===== config.mk =====
export PLATFORM = sky130hd
export DESIGN_NAME = mips_muldiv_unit
export DESIGN_NICKNAME = d
export VERILOG_FILES = /design/src/rtl/mips_muldiv_pkg.sv /design/src/rtl/mips_muldiv_step.sv /design/src/rtl/mips_muldiv_unit.sv
export SDC_FILE = /design/constraint.sdc
export NUM_CORES = 1
export LEC_CHECK = 0
export CORE_MARGIN = 2
export CORE_UTILIZATION = 40
export DETAILED_ROUTE_END_ITERATION = 16
export SLEW_MARGIN = 20
export SYNTH_ARGS = -nofsm -noshare
export SYNTH_HDL_FRONTEND = slang
export SYNTH_HIERARCHICAL = 1
export SYNTH_SLANG_ARGS = --single-unit

===== constraint.sdc =====
create_clock -name clk -period 12.65 [get_ports clk]
set_input_delay 1.8975 -clock clk [delete_from_list [all_inputs] [get_ports clk]]
set_output_delay 1.8975 -clock clk [all_outputs]
set_load 0.05 [all_outputs]

===== src/rtl/mips_muldiv_pkg.sv =====
// Shared types and constants for the HI/LO multiply/divide unit.
//   md_op_t    : operation codes issued by the CPU decode stage
//   md_state_t : sequencing states of the iterative datapath
//   DIV0_LO    : LO value produced by a divide by zero (slice to WIDTH)
package mips_muldiv_pkg;

  typedef enum logic [2:0] {
    NOP   = 3'd0,
    MULT  = 3'd1,
    MULTU = 3'd2,
    DIV   = 3'd3,
    DIVU  = 3'd4,
    MTHI  = 3'd5,
    MTLO  = 3'd6
  } md_op_t;

  typedef enum logic [1:0] {
    IDLE,
    PREP,
    RUN,
    FIX
  } md_state_t;

  localparam int MAX_WIDTH = 64;
  localparam logic [MAX_WIDTH-1:0] DIV0_LO = '1;

  function automatic logic is_arith(input md_op_t o);
    return (o == MULT) || (o == MULTU) || (o == DIV) || (o == DIVU);
  endfunction

  function automatic logic is_div(input md_op_t o);
    return (o == DIV) || (o == DIVU);
  endfunction

  function automatic logic is_signed_op(input md_op_t o);
    return (o == MULT) || (o == DIV);
  endfunction

endpackage


===== src/rtl/mips_muldiv_step.sv =====
// One combinational radix-2 step shared by multiply and divide.
//   mode_div : 0 = shift-add multiply step, 1 = restoring divide step
//   acc_in   : multiply {partial_hi, multiplier_remaining}
//              divide   {remainder, dividend_remaining/quotient}
//   operand  : multiplicand (multiply) or divisor (divide), unsigned
//   acc_out  : accumulator after this step
module mips_muldiv_step #(
  parameter int WIDTH = 32
) (
  input  logic                 mode_div,
  input  logic [2*WIDTH-1:0]   acc_in,
  input  logic [WIDTH-1:0]     operand,
  output logic [2*WIDTH-1:0]   acc_out
);

  logic [WIDTH:0] sum;
  logic [WIDTH:0] rem_sh;
  logic [WIDTH:0] diff;

  // Carry out of the add is kept: it becomes the new top bit after the shift.
  assign sum    = {1'b0, acc_in[2*WIDTH-1:WIDTH]} + {1'b0, operand};
  assign rem_sh = {acc_in[2*WIDTH-1:WIDTH], acc_in[WIDTH-1]};
  // Remainder stays below the divisor, so diff[WIDTH] is a clean borrow flag.
  assign diff   = rem_sh - {1'b0, operand};

  always_comb begin
    acc_out = acc_in;
    if (mode_div) begin
      if (!diff[WIDTH]) acc_out = {diff[WIDTH-1:0], acc_in[WIDTH-2:0], 1'b1};
      else              acc_out = {rem_sh[WIDTH-1:0], acc_in[WIDTH-2:0], 1'b0};
    end else begin
      if (acc_in[0]) acc_out = {sum, acc_in[WIDTH-1:1]};
      else           acc_out = {1'b0, acc_in[2*WIDTH-1:1]};
    end
  end

endmodule


===== src/rtl/mips_muldiv_unit.sv =====
// Iterative multiply/divide unit owning the HI/LO register pair.
//
//   state | meaning
//   IDLE  | waiting; MTHI/MTLO write HI/LO directly, arith ops are accepted
//   PREP  | take operand magnitudes, record result signs, load step counter
//   RUN   | ITER_PER_CYCLE radix-2 steps per cycle until the counter hits 1
//   FIX   | apply signs / divide-by-zero result, write HI/LO, pulse done
//
// Ports:
//   clk, reset (async, active-high), clock_enable (gates every flop)
//   start/op/op_a/op_b : request from the CPU register-read stage
//   busy : arithmetic op in flight (CPU stalls)
//   done : one-cycle pulse, HI/LO already updated
//   hi/lo: architectural HI/LO registers
module mips_muldiv_unit
  import mips_muldiv_pkg::*;
#(
  parameter int WIDTH          = 32,
  parameter int ITER_PER_CYCLE = 1
) (
  input  logic             clk,
  input  logic             reset,
  input  logic             clock_enable,
  input  logic             start,
  input  md_op_t           op,
  input  logic [WIDTH-1:0] op_a,
  input  logic [WIDTH-1:0] op_b,
  output logic             busy,
  output logic             done,
  output logic [WIDTH-1:0] hi,
  output logic [WIDTH-1:0] lo
);

  localparam int STEPS = WIDTH / ITER_PER_CYCLE;
  localparam int CNT_W = $clog2(STEPS + 1);
  localparam logic [CNT_W-1:0] CNT_LOAD = CNT_W'(STEPS);
  localparam logic [CNT_W-1:0] CNT_ONE  = CNT_W'(1);

  md_state_t          state_q, state_d;
  md_op_t             op_q, op_d;
  logic [WIDTH-1:0]   a_q, a_d;        // original rs, kept for divide by zero
  logic [WIDTH-1:0]   opnd_q, opnd_d;  // rt, then the unsigned step operand
  logic [2*WIDTH-1:0] acc_q, acc_d;
  logic [CNT_W-1:0]   cnt_q, cnt_d;
  logic               quot_neg_q, quot_neg_d;
  logic               rem_neg_q, rem_neg_d;
  logic               busy_q, busy_d;
  logic               done_q, done_d;
  logic [WIDTH-1:0]   hi_q, hi_d;
  logic [WIDTH-1:0]   lo_q, lo_d;

  logic               op_div;
  logic               op_signed;
  logic [WIDTH-1:0]   a_mag;
  logic [WIDTH-1:0]   b_mag;
  logic [WIDTH-1:0]   quot_fix;
  logic [WIDTH-1:0]   rem_fix;
  logic [2*WIDTH-1:0] prod_fix;
  logic [2*WIDTH-1:0] chain [ITER_PER_CYCLE+1];

  assign op_div    = is_div(op_q);
  assign op_signed = is_signed_op(op_q);
  assign a_mag     = (op_signed && a_q[WIDTH-1])    ? -a_q    : a_q;
  assign b_mag     = (op_signed && opnd_q[WIDTH-1]) ? -opnd_q : opnd_q;
  assign quot_fix  = quot_neg_q ? -acc_q[WIDTH-1:0] : acc_q[WIDTH-1:0];
  assign rem_fix   = rem_neg_q  ? -acc_q[2*WIDTH-1:WIDTH] : acc_q[2*WIDTH-1:WIDTH];
  assign prod_fix  = quot_neg_q ? -acc_q : acc_q;

  assign chain[0] = acc_q;
  for (genvar g = 0; g < ITER_PER_CYCLE; g++) begin : g_step
    mips_muldiv_step #(.WIDTH(WIDTH)) u_step (
      .mode_div (op_div),
      .acc_in   (chain[g]),
      .operand  (opnd_q),
      .acc_out  (chain[g+1])
    );
  end

  always_comb begin
    state_d    = state_q;
    op_d       = op_q;
    a_d        = a_q;
    opnd_d     = opnd_q;
    acc_d      = acc_q;
    cnt_d      = cnt_q;
    quot_neg_d = quot_neg_q;
    rem_neg_d  = rem_neg_q;
    busy_d     = busy_q;
    done_d     = 1'b0;
    hi_d       = hi_q;
    lo_d       = lo_q;

    case (state_q)
      IDLE: begin
        if (start) begin
          if (is_arith(op)) begin
            op_d    = op;
            a_d     = op_a;
            opnd_d  = op_b;
            busy_d  = 1'b1;
            state_d = PREP;
          end else if (op == MTHI) begin
            hi_d = op_a;
          end else if (op == MTLO) begin
            lo_d = op_a;
          end
        end
      end
      PREP: begin
        quot_neg_d = op_signed && (a_q[WIDTH-1] ^ opnd_q[WIDTH-1]);
        rem_neg_d  = op_signed && a_q[WIDTH-1];
        // Multiply keeps the multiplier in the accumulator and adds the
        // multiplicand; divide shifts the dividend out against the divisor.
        if (op_div) begin
          acc_d  = {{WIDTH{1'b0}}, a_mag};
          opnd_d = b_mag;
        end else begin
          acc_d  = {{WIDTH{1'b0}}, b_mag};
          opnd_d = a_mag;
        end
        cnt_d   = CNT_LOAD;
        state_d = RUN;
      end
      RUN: begin
        acc_d = chain[ITER_PER_CYCLE];
        cnt_d = cnt_q - CNT_ONE;
        if (cnt_q == CNT_ONE) state_d = FIX;
      end
      FIX: begin
        if (op_div) begin
          // |b| == 0 exactly when b == 0, so the operand register still tells.
          if (opnd_q == '0) begin
            hi_d = a_q;
            lo_d = DIV0_LO[WIDTH-1:0];
          end else begin
            hi_d = rem_fix;
            lo_d = quot_fix;
          end
        end else begin
          hi_d = prod_fix[2*WIDTH-1:WIDTH];
          lo_d = prod_fix[WIDTH-1:0];
        end
        busy_d  = 1'b0;
        done_d  = 1'b1;
        state_d = IDLE;
      end
      default: state_d = IDLE;
    endcase
  end

  always_ff @(posedge clk or posedge reset) begin
    if (reset) begin
      state_q    <= IDLE;
      op_q       <= NOP;
      a_q        <= '0;
      opnd_q     <= '0;
      acc_q      <= '0;
      cnt_q      <= '0;
      quot_neg_q <= 1'b0;
      rem_neg_q  <= 1'b0;
      busy_q     <= 1'b0;
      done_q     <= 1'b0;
      hi_q       <= '0;
      lo_q       <= '0;
    end else if (clock_enable) begin
      state_q    <= state_d;
      op_q       <= op_d;
      a_q        <= a_d;
      opnd_q     <= opnd_d;
      acc_q      <= acc_d;
      cnt_q      <= cnt_d;
      quot_neg_q <= quot_neg_d;
      rem_neg_q  <= rem_neg_d;
      busy_q     <= busy_d;
      done_q     <= done_d;
      hi_q       <= hi_d;
      lo_q       <= lo_d;
    end
  end

  assign busy = busy_q;
  assign done = done_q;
  assign hi   = hi_q;
  assign lo   = lo_q;

  // Arithmetic issue while busy is a CPU interlock bug; MTHI/MTLO are
  // silently dropped instead.
  a_no_issue_while_busy: assert property (@(posedge clk) disable iff (reset)
    !(clock_enable && start && busy_q && is_arith(op)))
    else $error("arithmetic op issued while busy");

endmodule


==> flow_metrics.py, run 1 <==
metrics = {
    "layout": {
        "fillers": 4515,
        "syn2layout_area_growth_pct": 13.8,
        "layout_commonest_cell": "nand2_1",
        "fin_nets": 2508,
        "drive_gt1_share_pct": 7.52,
        "instances_no_fill": 2981,
        "antenna_cells": 0,
        "final_cell_mix": "nand2_1 (251), a21oi_1 (225), dfrtp_1 (207), nor2_1 (160), o21ai_0 (140)",
    },
    "global_route": {
        "grt_pass1_wl_um": 110000,
        "grt_pass1_vias": 17600,
        "grt.total_usage_pct": 29.9,
        "grt_max_degree": 102,
        "antenna_found_initial": 1,
        "gr-total-overflow": 0,
    },
    "sta": {
        "finalCritPeriodShare_pct": 42.4,
        "hold_viol": 0,
        "rsz0062_at_grt": "no",
        "timing.final.ws_setup_ns": 7.29,
        "whs_ns": 0.481,
        "fmax_mhz": 187,
        "skew_ns": 0.0246,
        "fin_crit_ns": 5.36,
        "slew_viol_final": 0,
        "setup-violations-final": 0,
        "worst_pin_slew_ns": 1.09,
        "slew_headroom_pct": 26.9,
        "finalSetupTns_ns": 0,
    },
    "routing": {
        "drc": 0,
        "first_pass_iters": 5,
        "via_count": 18800,
        "ant_nets": 0,
        "wire_per_inst_um": 24.4,
        "drtIter0Drc": 2348,
        "vias_per_cell": 6.30,
        "wirelength_um": 72800,
    },
    "floorplan": {
        "chipWidth_um": 218,
        "die_area_um2": 47600,
        "start_util_pct": 40.5,
        "rows": 78,
        "coreArea_um2": 45400,
        "die_height_um": 218,
        "io_pins": 137,
    },
    "yosys": {
        "yosysSeqAreaShare_pct": 28.2,
        "synth_area_leaders": "dfrtp_1 (28%), a21oi_1 (6.2%), xnor2_1 (5.4%)",
        "ys_types": 93,
        "synthesis.area_um2": 18400,
        "yosysWarnings": 6,
        "synthArstFlopShare_pct": 100,
        "synth_top_cell_area_share_pct": 28.2,
        "synthesis.nets": 2481,
        "ys_ff_latch": 207,
        "ys.flop_type": "dfrtp_1",
        "syn_inst": 2334,
        "synth_edf_count": 0,
        "avgSynthCellArea_um2": 7.87,
        "synth_top_area_cell": "dfrtp_1",
    },
    "clock_tree": {
        "cts_hold_buf": 0,
        "cts_sinks": 207,
        "cts_tree": "built",
        "cts_htree_levels": 1,
        "cts_setup_buffers": 0,
        "cts_buffers": 26,
        "clockRootBuffer": "clkbuf_16",
        "clkLatencyLatePin_ns": 0.58,
        "cts_buffer_depth": 3,
        "cts_resized": 0,
        "clk_pin_slew_ns": 0.07,
    },
    "critical_path": {
        "worst_path_largest_cell_delay_ns": 1.02,
        "critPathKind": "flip-flop to flip-flop",
        "worstPathArrival_ns": 5.77,
        "cp.buffers_inverters": 1,
        "cpLargestDelayFamily": "compound AO/OA/AOI/OAI gates",
        "cp_max_fo": 36,
        "crit_chain": "inv_1 > ha_1 > fa_1 > nand2b_1 > a21oi_1 > a2111oi_0 > o21a_1 > nor3_2 > o211ai_1 > mux2i_1 > and2_2 > mux2i_1 > a21oi_1 > nand3_1 > o21ai_0",
        "end_kind": "flip-flop",
        "required_ns": 13.06,
        "cp_slowest_cell": "and2_2",
        "cp-start-kind": "flip-flop",
    },
    "place": {
        "preCtsSetupSlack_ns": 7.36,
        "portBuffers": 136,
        "hpwl_um": 52700,
        "gp_congestion": 0.972,
        "dp_cells": 2933,
    },
    "run": {
        "max_cap_violations": 0,
    },
    "run_status": {
        "status": "finished, final reports clean",
    },
    "worst_hold_path": {
        "hold_class": "flip-flop to flip-flop",
    },
}
[cells by family (layout without fill, tap and decap cells)]
kind of cell / Yosys count / after routing / synth area share, %
flops: 207 / 207 / 28.2
buf+inv: 238 / 285 / 5.18
simple gates: 751 / 751 / 19.9
fa+ha+maj: 76 / 76 / 5.26
xor+xnor: 190 / 190 / 9.06
compound gates: 762 / 762 / 25.9
mux: 110 / 110 / 6.45
[path summary, 6_finish.rpt]
path	cells after the start	startpoint	slack (ns)	endpoint
worst min register to register	2	lo[30]	0.48	lo[30]
worst max register to register	15	acc_q[31]	7.29	acc_q[43]
worst min-delay path	2	lo[30]	0.48	lo[30]
max in group asynchronous	3	reset	9.32	acc_q[42]
min in group asynchronous	2	reset	1.86	hi[17]
worst max-delay path	15	acc_q[31]	7.29	acc_q[43]
[synth_stat cells (all sizes together), types with 4 or more instances]
master	instances
o21ai	214
nand2b	17
nand2	253
a211o	4
a31oi	36
buf	27
a22oi	7
nor2b	31
nand3b	6
nor3b	4
o21a	11
a2111oi	6
and2	11
a41oi	5
a21o	27
o22ai	30
inv	74
o211ai	21
or4	14
mux2	67
nand4	17
or3	24
dfrtp	207
a221oi	6
nor2	160
ha	74
nand3	82
o31ai	40
nor4	28
clkbuf	134
a211oi	55
o311ai	4
xor2	76
a21oi	227
nor3	37
mux2i	43
and3	44
o22a	6
o221ai	7
xnor2	114
or2	12
o41ai	25
[flip-flops by register name (all words and copies together), names as in the netlist]
signal	flops
acc_q	64
a_q	32
hi	32
lo	32
opnd_q	32
cnt_q	6
op_q	3
state_q	2
busy	1
done	1
quot_neg_q	1
rem_neg_q	1
[per-stage QoR]
stage,utilization [%],cell area (µm²)
floorplan,-,18400
global placement,44.1,20000
detailed placement,44.1,20000
CTS,46.1,20900
global route,46.1,20900
finish,46.1,20900
[routing by layer]
metal  track usage [%]  part of all wire [%]  wire [µm]  up-vias
li1                  -                     -          -     8545
met5                 0                 0.018         13        -
met2              44.6                    43      31200      957
met3              3.83                   8.1       5880      179
met4              12.9                   4.5       3290        2
met1              43.3                    44      32300     9105
[worst register-to-register path, cell delays in order (launching register included)]
cell	delay [ns]
dfrtp_1	0.47
inv_1	0.12
ha_1	0.20
fa_1	0.22
nand2b_1	0.14
a21oi_1	0.11
a2111oi_0	0.82
o21a_1	0.35
nor3_2	0.10
o211ai_1	0.28
mux2i_1	0.78
and2_2	1.02
mux2i_1	0.28
a21oi_1	0.09
nand3_1	0.11
o21ai_0	0.09
[layout make-up]
cell class	count	area (µm²)	area share, %
Multi-Input combinational cell	1889	12300	58.7
Sequential cell	207	5180	24.8
Timing Repair Buffer	160	1540	7.38
Tap cell	600	751	3.59
Clock buffer	35	734	3.51
Inverter	77	299	1.43
Clock inverter	13	135	0.647
Power of run 1 is left out: the tool's default activity adds up to more than one toggle a clock period on the data nets, which glitch-free logic cannot reach.
==> inputs of run 2 (changes only) <==
Clock period 12.65 ns to 4.35 ns, I/O delays scaled along.
==> flow_metrics.py, run 2 (synthesis gave the netlist of run 1 again) <==
metrics = {
    "routing": {
        "vias_per_cell": 6.20,
        "first_pass_iters": 6,
        "ant_nets": 0,
        "via_count": 18800,
        "drc": 0,
        "drtIter0Drc": 2213,
        "wire_per_inst_um": 24.5,
        "wirelength_um": 74300,
    },
    "clock_tree": {
        "clockRootBuffer": "clkbuf_16",
        "clk_pin_slew_ns": 0.06,
        "cts_htree_levels": 1,
        "cts_buffers": 26,
        "cts_buffer_depth": 3,
        "cts_setup_buffers": 0,
        "cts_hold_buf": 0,
        "cts_tree": "built",
        "cts_sinks": 207,
        "clkLatencyLatePin_ns": 0.58,
        "cts_resized": 0,
    },
    "floorplan": {
        "die_height_um": 218,
        "chipWidth_um": 218,
        "die_area_um2": 47600,
        "io_pins": 137,
        "start_util_pct": 40.5,
        "coreArea_um2": 45400,
        "rows": 78,
    },
    "layout": {
        "syn2layout_area_growth_pct": 17.0,
        "final_cell_mix": "nand2_1 (251), a21oi_1 (225), dfrtp_1 (206), nor2_1 (160), o21ai_0 (140)",
        "drive_gt1_share_pct": 9.80,
        "antenna_cells": 0,
        "largest_register": "acc_q",
        "fin_nets": 2566,
        "final_area_um2": 21500,
        "largest_reg_flops": 64,
        "layout_commonest_cell": "nand2_1",
    },
    "worst_hold_path": {
        "min_from": "lo[2]",
        "min_to": "lo[2]",
        "hold_depth": 2,
        "hold_class": "flip-flop to flip-flop",
    },
    "critical_path": {
        "rr_worst_depth": 16,
        "worstPathArrival_ns": 4.55,
        "rrSetupSlack_ns": 0.29,
        "cp-start-kind": "flip-flop",
        "end_kind": "flip-flop",
        "cp_max_fo": 9,
        "critPathKind": "flip-flop to flip-flop",
        "r2r_start": "opnd_q[0]",
        "required_ns": 4.84,
        "reg2reg_to": "acc_q[60]",
    },
    "place": {
        "portBuffers": 136,
        "gp_congestion": 0.970,
        "placed_cell_area_um2": 20500,
        "hpwl_um": 56100,
    },
    "global_route": {
        "grt_max_degree": 104,
        "grt.total_usage_pct": 30.9,
        "grt_pass1_wl_um": 113000,
        "antenna_found_initial": 1,
        "grt_pass1_vias": 17700,
        "gr-total-overflow": 0,
    },
    "sta": {
        "whs_ns": 0.482,
        "finalSetupTns_ns": 0,
        "hold_viol": 0,
        "fin_crit_ns": 4.06,
        "fmax_mhz": 246,
        "skew_ns": 0.0273,
        "worst_pin_slew_ns": 1.02,
        "setup-violations-final": 0,
        "rsz0062_at_grt": "no",
        "finalCritPeriodShare_pct": 93.3,
        "slew_headroom_pct": 31.6,
        "slew_viol_final": 0,
    },
    "run": {
        "max_cap_violations": 0,
    },
    "run_status": {
        "status": "finished, final reports clean",
    },
}
-- run 2: cell count changes in the layout (fill, tap and decap cells not counted), sizes merged --
cell,change
clkinvlp,-1
buf,+58
clkbuf,-3
clkinv,+2
bufinv,+3
inv,-1
-- run 2: routing by layer --
| layer | vias to the layer above | part of all wire, % | global-route usage, % |
|---|---|---|---|
| li1 | 8680 | - | - |
| met1 | 9215 | 45 | 44.2 |
| met2 | 816 | 43 | 46.9 |
| met3 | 126 | 8.5 | 4.80 |
| met4 | 0 | 3.5 | 10.9 |
| met5 | - | 0 | 0 |
-- run 2: layout make-up --
| type | instances | area [µm²] |
|---|---|---|
| repair buffers | 218 | 2050 |
| fillers | 4492 | 23900 |
| clock buffers | 32 | 713 |
| multi-input cells | 1889 | 12300 |
| clock inverters | 16 | 228 |
| well taps | 600 | 751 |
| flip-flops and latches | 207 | 5180 |
| inverters | 77 | 295 |
-- run 2: worst max-delay path by stage --
stage	from	end
3_5_place_dp	opnd_q[0]	acc_q[60]
3_3_place_gp	opnd_q[1]	acc_q[62]
4_1_cts	opnd_q[0]	acc_q[60]
2_1_floorplan	acc_q[33]	acc_q[62]
5_1_grt	opnd_q[0]	acc_q[43]
6_report	opnd_q[0]	acc_q[60]
-- run 2: metrics by stage --
stage / setup WS [ns] / cells / utilization [%]
global placement: 0.414 / 2991 / 45.3
CTS: 0.337 / 3039 / 47.3
detailed placement: 0.390 / 2991 / 45.3
floorplan: 0.838 / 2334 / -
global route: 0.00232 / 3039 / 47.3
finish: 0.291 / 3039 / 47.3
-- run 2: worst max-delay path, stage by stage (launching register included) --
cell       delay [ns]
dfrtp_1          0.48
ha_1             0.26
fa_1             0.42
nand2b_1         0.20
a21oi_1          0.21
a2111oi_0        0.11
buf_4            0.17
o21a_1           0.24
nor3_2           0.40
o211ai_1         0.19
mux2i_1          0.16
and2_2           0.26
buf_4            0.20
o311ai_1         0.28
o211a_1          0.19
nand3_1          0.07
nand2_1          0.12
Power of run 2 is left out for the same reason.
